File: config.mk
export PLATFORM = sky130hd
export DESIGN_NAME = interrupt_acknowledge_sequencer
export DESIGN_NICKNAME = d
export VERILOG_FILES = /design/src/rtl/interrupt_acknowledge_sequencer.sv
export SDC_FILE = /design/constraint.sdc
export NUM_CORES = 1
export LEC_CHECK = 0
export ABC_AREA = 0
export CORE_MARGIN = 3
export CORE_UTILIZATION = 38
export DETAILED_ROUTE_END_ITERATION = 16
export PLACE_DENSITY = 0.65
export RECOVER_POWER = 50
export SLEW_MARGIN = 25
export SYNTH_ARGS = -nofsm -noshare
export SYNTH_HDL_FRONTEND = slang
export SYNTH_SLANG_ARGS = --single-unit
File: constraint.sdc
create_clock -name CLOCK -period 1.6 [get_ports CLOCK]
set_clock_uncertainty 0.2 [all_clocks]
set_input_delay 0.32 -clock CLOCK [delete_from_list [all_inputs] [get_ports CLOCK]]
set_output_delay 0.32 -clock CLOCK [all_outputs]
set_load 0.1 [all_outputs]
File: src/rtl/interrupt_acknowledge_sequencer.sv
// CPU-side INTA sequencer: synchronizes the PIC interrupt, issues the two-pulse
// active-low acknowledge, captures the vector and offers it over valid/ready.
module interrupt_acknowledge_sequencer #(
  parameter int INTA_LOW_CYCLES = 2,
  parameter int INTA_GAP_CYCLES = 2
) (
  input  logic       CLOCK,
  input  logic       RESET,
  input  logic       INTERRUPT,
  input  logic       INTERRUPT_ENABLE,
  output logic       INTERRUPT_ACKNOWLEDGE,
  input  logic [7:0] DATA_BUS_IN,
  output logic [7:0] VECTOR,
  output logic       VECTOR_SPURIOUS,
  output logic       VECTOR_VALID,
  input  logic       VECTOR_READY,
  output logic       BUSY
);

  localparam int MAX_CYC = (INTA_LOW_CYCLES > INTA_GAP_CYCLES) ? INTA_LOW_CYCLES : INTA_GAP_CYCLES;
  localparam int CW      = $clog2(MAX_CYC + 1);
  localparam logic [CW-1:0] LOW_LOAD = CW'(INTA_LOW_CYCLES - 1);
  localparam logic [CW-1:0] GAP_LOAD = CW'(INTA_GAP_CYCLES - 1);

  typedef enum logic [2:0] {
    S_IDLE,
    S_PULSE1,
    S_GAP,
    S_PULSE2,
    S_HOLD
  } state_t;

  state_t          r_state, w_state_nx;
  logic [CW-1:0]   r_cnt, w_cnt_nx;
  logic            r_sync1, r_sync2;
  logic            r_inta, w_inta_nx;
  logic [7:0]      r_vector, w_vector_nx;
  logic            r_spur, w_spur_nx;
  logic            r_valid, w_valid_nx;
  logic            r_spur_flag, w_spur_flag_nx;

  always_ff @(posedge CLOCK) begin
    if (RESET) begin
      r_sync1 <= 1'b0;
      r_sync2 <= 1'b0;
    end else begin
      r_sync1 <= INTERRUPT;
      r_sync2 <= r_sync1;
    end
  end

  always_ff @(posedge CLOCK) begin
    if (RESET) begin
      r_state     <= S_IDLE;
      r_cnt       <= '0;
      r_inta      <= 1'b1;
      r_vector    <= '0;
      r_spur      <= 1'b0;
      r_valid     <= 1'b0;
      r_spur_flag <= 1'b0;
    end else begin
      r_state     <= w_state_nx;
      r_cnt       <= w_cnt_nx;
      r_inta      <= w_inta_nx;
      r_vector    <= w_vector_nx;
      r_spur      <= w_spur_nx;
      r_valid     <= w_valid_nx;
      r_spur_flag <= w_spur_flag_nx;
    end
  end

  always_comb begin
    w_state_nx     = r_state;
    w_cnt_nx       = r_cnt;
    w_inta_nx      = r_inta;
    w_vector_nx    = r_vector;
    w_spur_nx      = r_spur;
    w_valid_nx     = r_valid;
    w_spur_flag_nx = r_spur_flag;
    unique case (r_state)
      S_IDLE: begin
        if (r_sync2 && INTERRUPT_ENABLE) begin
          w_state_nx = S_PULSE1;
          w_inta_nx  = 1'b0;
          w_cnt_nx   = LOW_LOAD;
        end
      end
      S_PULSE1: begin
        // Interrupt still present at the end of pulse 1 decides spuriousness
        if (r_cnt == '0) begin
          w_state_nx     = S_GAP;
          w_inta_nx      = 1'b1;
          w_cnt_nx       = GAP_LOAD;
          w_spur_flag_nx = ~r_sync2;
        end else begin
          w_cnt_nx = r_cnt - 1'b1;
        end
      end
      S_GAP: begin
        if (r_cnt == '0) begin
          w_state_nx = S_PULSE2;
          w_inta_nx  = 1'b0;
          w_cnt_nx   = LOW_LOAD;
        end else begin
          w_cnt_nx = r_cnt - 1'b1;
        end
      end
      S_PULSE2: begin
        if (r_cnt == '0) begin
          w_state_nx  = S_HOLD;
          w_inta_nx   = 1'b1;
          w_vector_nx = DATA_BUS_IN;
          w_spur_nx   = r_spur_flag;
          w_valid_nx  = 1'b1;
        end else begin
          w_cnt_nx = r_cnt - 1'b1;
        end
      end
      S_HOLD: begin
        if (VECTOR_READY) begin
          w_state_nx = S_IDLE;
          w_valid_nx = 1'b0;
        end
      end
      default: w_state_nx = S_IDLE;
    endcase
  end

  assign INTERRUPT_ACKNOWLEDGE = r_inta;
  assign VECTOR                = r_vector;
  assign VECTOR_SPURIOUS       = r_spur;
  assign VECTOR_VALID          = r_valid;
  assign BUSY                  = (r_state != S_IDLE);

endmodule

==> results by group <==
Layout
  – FILL cells: 188
  – Share of layout cells above drive strength 1: 24.4%
  – NumNets Final: 147
  – Final Util: 59.1%
  – Antenna cells: 0
  – Non-Filler Instances: 158
  – Synthesis-to-finish area growth: 43.8%

GRT
  – Gr ovfl total: 0
  – Vias in the first global route: 712
  – Total GRT Usage: 14.8%
  – Initial antenna violation count: 0
  – First-pass GRT wire length: 3070 um
  – Largest net degree at the start of global routing: 14

Logic synthesis
  – Synth Cell Area: 831 um^2
  – Syn Inst Count: 98
  – Post-synthesis net count: 113
  – Synth Area per Inst: 8.48 um^2
  – Seq cells post-synth: 19
  – Main synth FF type: dfxtp_1
  – Yosys cell types: 30
  – Number of synthesized flops with an enable pin: 0
  – Syn. warnings: 0
  – Fraction of registers with async set/reset: 0%
  – Register area share after synthesis: 45.8%

Clock tree
  – Inserted Clock Buffers: 3
  – Clock Pin Slew Worst Setup and Hold Paths: 0.10 ns
  – Htree depth: 1
  – CTS Buffer Depth: 2
  – CTS tree: built
  – Root buf cell: clkbuf_4
  – Clock Latency Late Sink: 0.30 ns
  – Post-CTS Hold Buffers: 0
  – Clock sinks: 19

Setup path
  – Crit-path cells: or3_4 -> buf_12
  – Max Fanout on Critical Path: 2
  – WP data arrival: 1.21 ns
  – CP Capture Type: output port
  – Startpoint types: flop
  – Reg-to-reg critical path startpoint: r_cnt[1]$_SDFFE_PP0P_
  – Slowest stage delay, CP: 0.38 ns
  – Crit. Startpoint: r_state[0]$_SDFFE_PP0P_
  – Critical path required time: 1.08 ns
  – Crit-path slowest cell: or3_4
  – Crit Path Class: reg -> out

Power and ir drop
  – Cell leakage power: 0.487 nW
  – PwrDens: 1570 mW/mm^2
  – Pwr Total: 1.88 mW
  – Maximum VDD drop: 0.975 mV

Place
  – Post-detail-place hpwl: 1430 um
  – Pre-CTS setup slack: -0.0437 ns
  – Placed cell count: 153
  – Number of port buffers: 24
  – Routability cong.: 0.856

Drt
  – Detailed-route via count: 797
  – Vias/cell: 5.04
  – # DRC: 0
  – First DRT Iteration DRCs: 16
  – Wirelength per Cell: 11.3 um
  – Antenna-violating nets left: 0
  – TritonRoute pass-1 iters: 4
  – DRT Wirelength: 1790 um

Run status
  – Status: complete, but fails checks
  – Failing checks: negative setup slack

STA
  – # setup viols final: 1
  – Slew HR: 80.1%
  – RSZ-0062 raised after global routing: true
  – Max-slew violation count: 0
  – Final hold violation count: 0
  – Fmax: 577 MHz
  – Min Hold Slack: 0.252 ns
  – Final Critical Period: 1.73 ns
  – Final period utilization: 108%
  – Final worst slack: -0.133 ns
  – Worst Tran Pin Value: 0.295 ns

Floorplanning
  – Core area: 0.00202 mm^2
  – IO Pins: 25
  – Die footprint: 0.00278 mm^2
  – Chip Width: 52.8 um
  – Row count: 16
  – Initial core utilization: 41.1%
  – Die height: 52.8 um

Job
  – Max-capacitance violation count: 0

Min path
  – Hold Crit Start: r_spur_flag$_SDFFE_PP0P_
  – Hold Path Class: reg -> reg
sequential cells by signal (all words and copies together) (netlist names):
register               cells
VECTOR                     8
r_state                    3
r_cnt                      2
INTERRUPT_ACKNOWLEDGE      1
VECTOR_SPURIOUS            1
VECTOR_VALID               1
r_spur_flag                1
r_sync1                    1
r_sync2                    1
final cells by class:
type                       instances  area (um^2)  area share (%)
tap                               27         33.8            2.83
sequential                        19          385            32.3
multi-input combinational         67          395            33.1
inverter                           5         18.8            1.57
clock buffer                       3         22.5            1.88
clock inverter                     1         5.00           0.419
timing repair buffer              36          334            28.0
synthesized netlist by cell type, types with 2 or more instances:
cell,n,area [um^2]
a21oi_1,13,65.1
buf_2,3,15.0
dfxtp_1,19,380
ha_1,2,25.0
inv_1,5,18.8
nand2_1,20,75.1
nand3b_1,2,15.0
nor2_1,3,11.3
nor2b_1,2,12.5
nor3_1,4,20.0
o21ai_0,4,20.0
o311ai_0,2,17.5
or3_1,2,12.5
worst max-delay path: cells and delay by family (launching register included):
family | cells | cell delay, ns
DFF | 1 | 0.36
and+or+nand+nor | 1 | 0.38
buffers and inverters | 1 | 0.17
routing by layer:
| layer | GRT usage [%] | share of wire (%) | wire length (um) |
|---|---|---|---|
| met3 | 5.13 | 5.1 | 91 |
| met4 | 2.55 | 0.84 | 15 |
| met1 | 19.1 | 42 | 754 |
| met5 | 0 | 0 | 0 |
| met2 | 23.8 | 52 | 929 |
where the power goes:
part,internal (mW),leakage [nW],switching [mW]
sequential,0.553,0.155,0.0414
combinational,0.442,0.314,0.604
clock,0.0933,0.0177,0.148
metrics by stage:
stage                     setup TNS [ns]  area [um^2]
after global placement                 0         1270
after CTS                         -0.147         1310
final                             -0.133         1190
after detailed placement         -0.0926         1270
after floorplan                        0          837
after global routing              -0.679         1190
final timing paths:
check                                  to  slack (ns)  cells after the start
min          VECTOR_SPURIOUS$_SDFFE_PP0P_        0.25                      2
max                                  BUSY       -0.13                      2
max reg2reg         r_cnt[1]$_SDFFE_PP0P_        0.04                      5
min reg2reg  VECTOR_SPURIOUS$_SDFFE_PP0P_        0.25                      2
cell usage in the layout, fill, tap and decap left out, types with 2 or more instances in the layout:
cell and n:
nand2_1 20, ha_1 2, nor2b_1 2, buf_4 13, nand3b_1 2, dfxtp_1 17, inv_1 5, nor2_1 3
clkdlybuf4s50_1 11, o21ai_0 4, o311ai_0 2, buf_12 3, a21oi_1 13, clkbuf_4 10, nor3_1 4
logic make-up (layout without fill, tap and decap cells):
logic type                 count (synthesis)  in the layout  synth area share, %
AOI/OAI and AO/OA                         27             27                 20.2
adders and majority gates                  2              2                 3.01
and+or+nand+nor                           37             37                 22.7
buffers and inverters                     12             45                 7.23
xor gates and xnor gates                   1              1                 1.05
DFF                                       19             19                 45.8
repair_timing:
item | 4_1_cts | 5_1_grt
buffers inserted | 1 | 0
endpoints found under the setup margin | 1 | 13
resized for setup | 3 | 1
No activity file was read; power rests on OpenSTA's default activity.
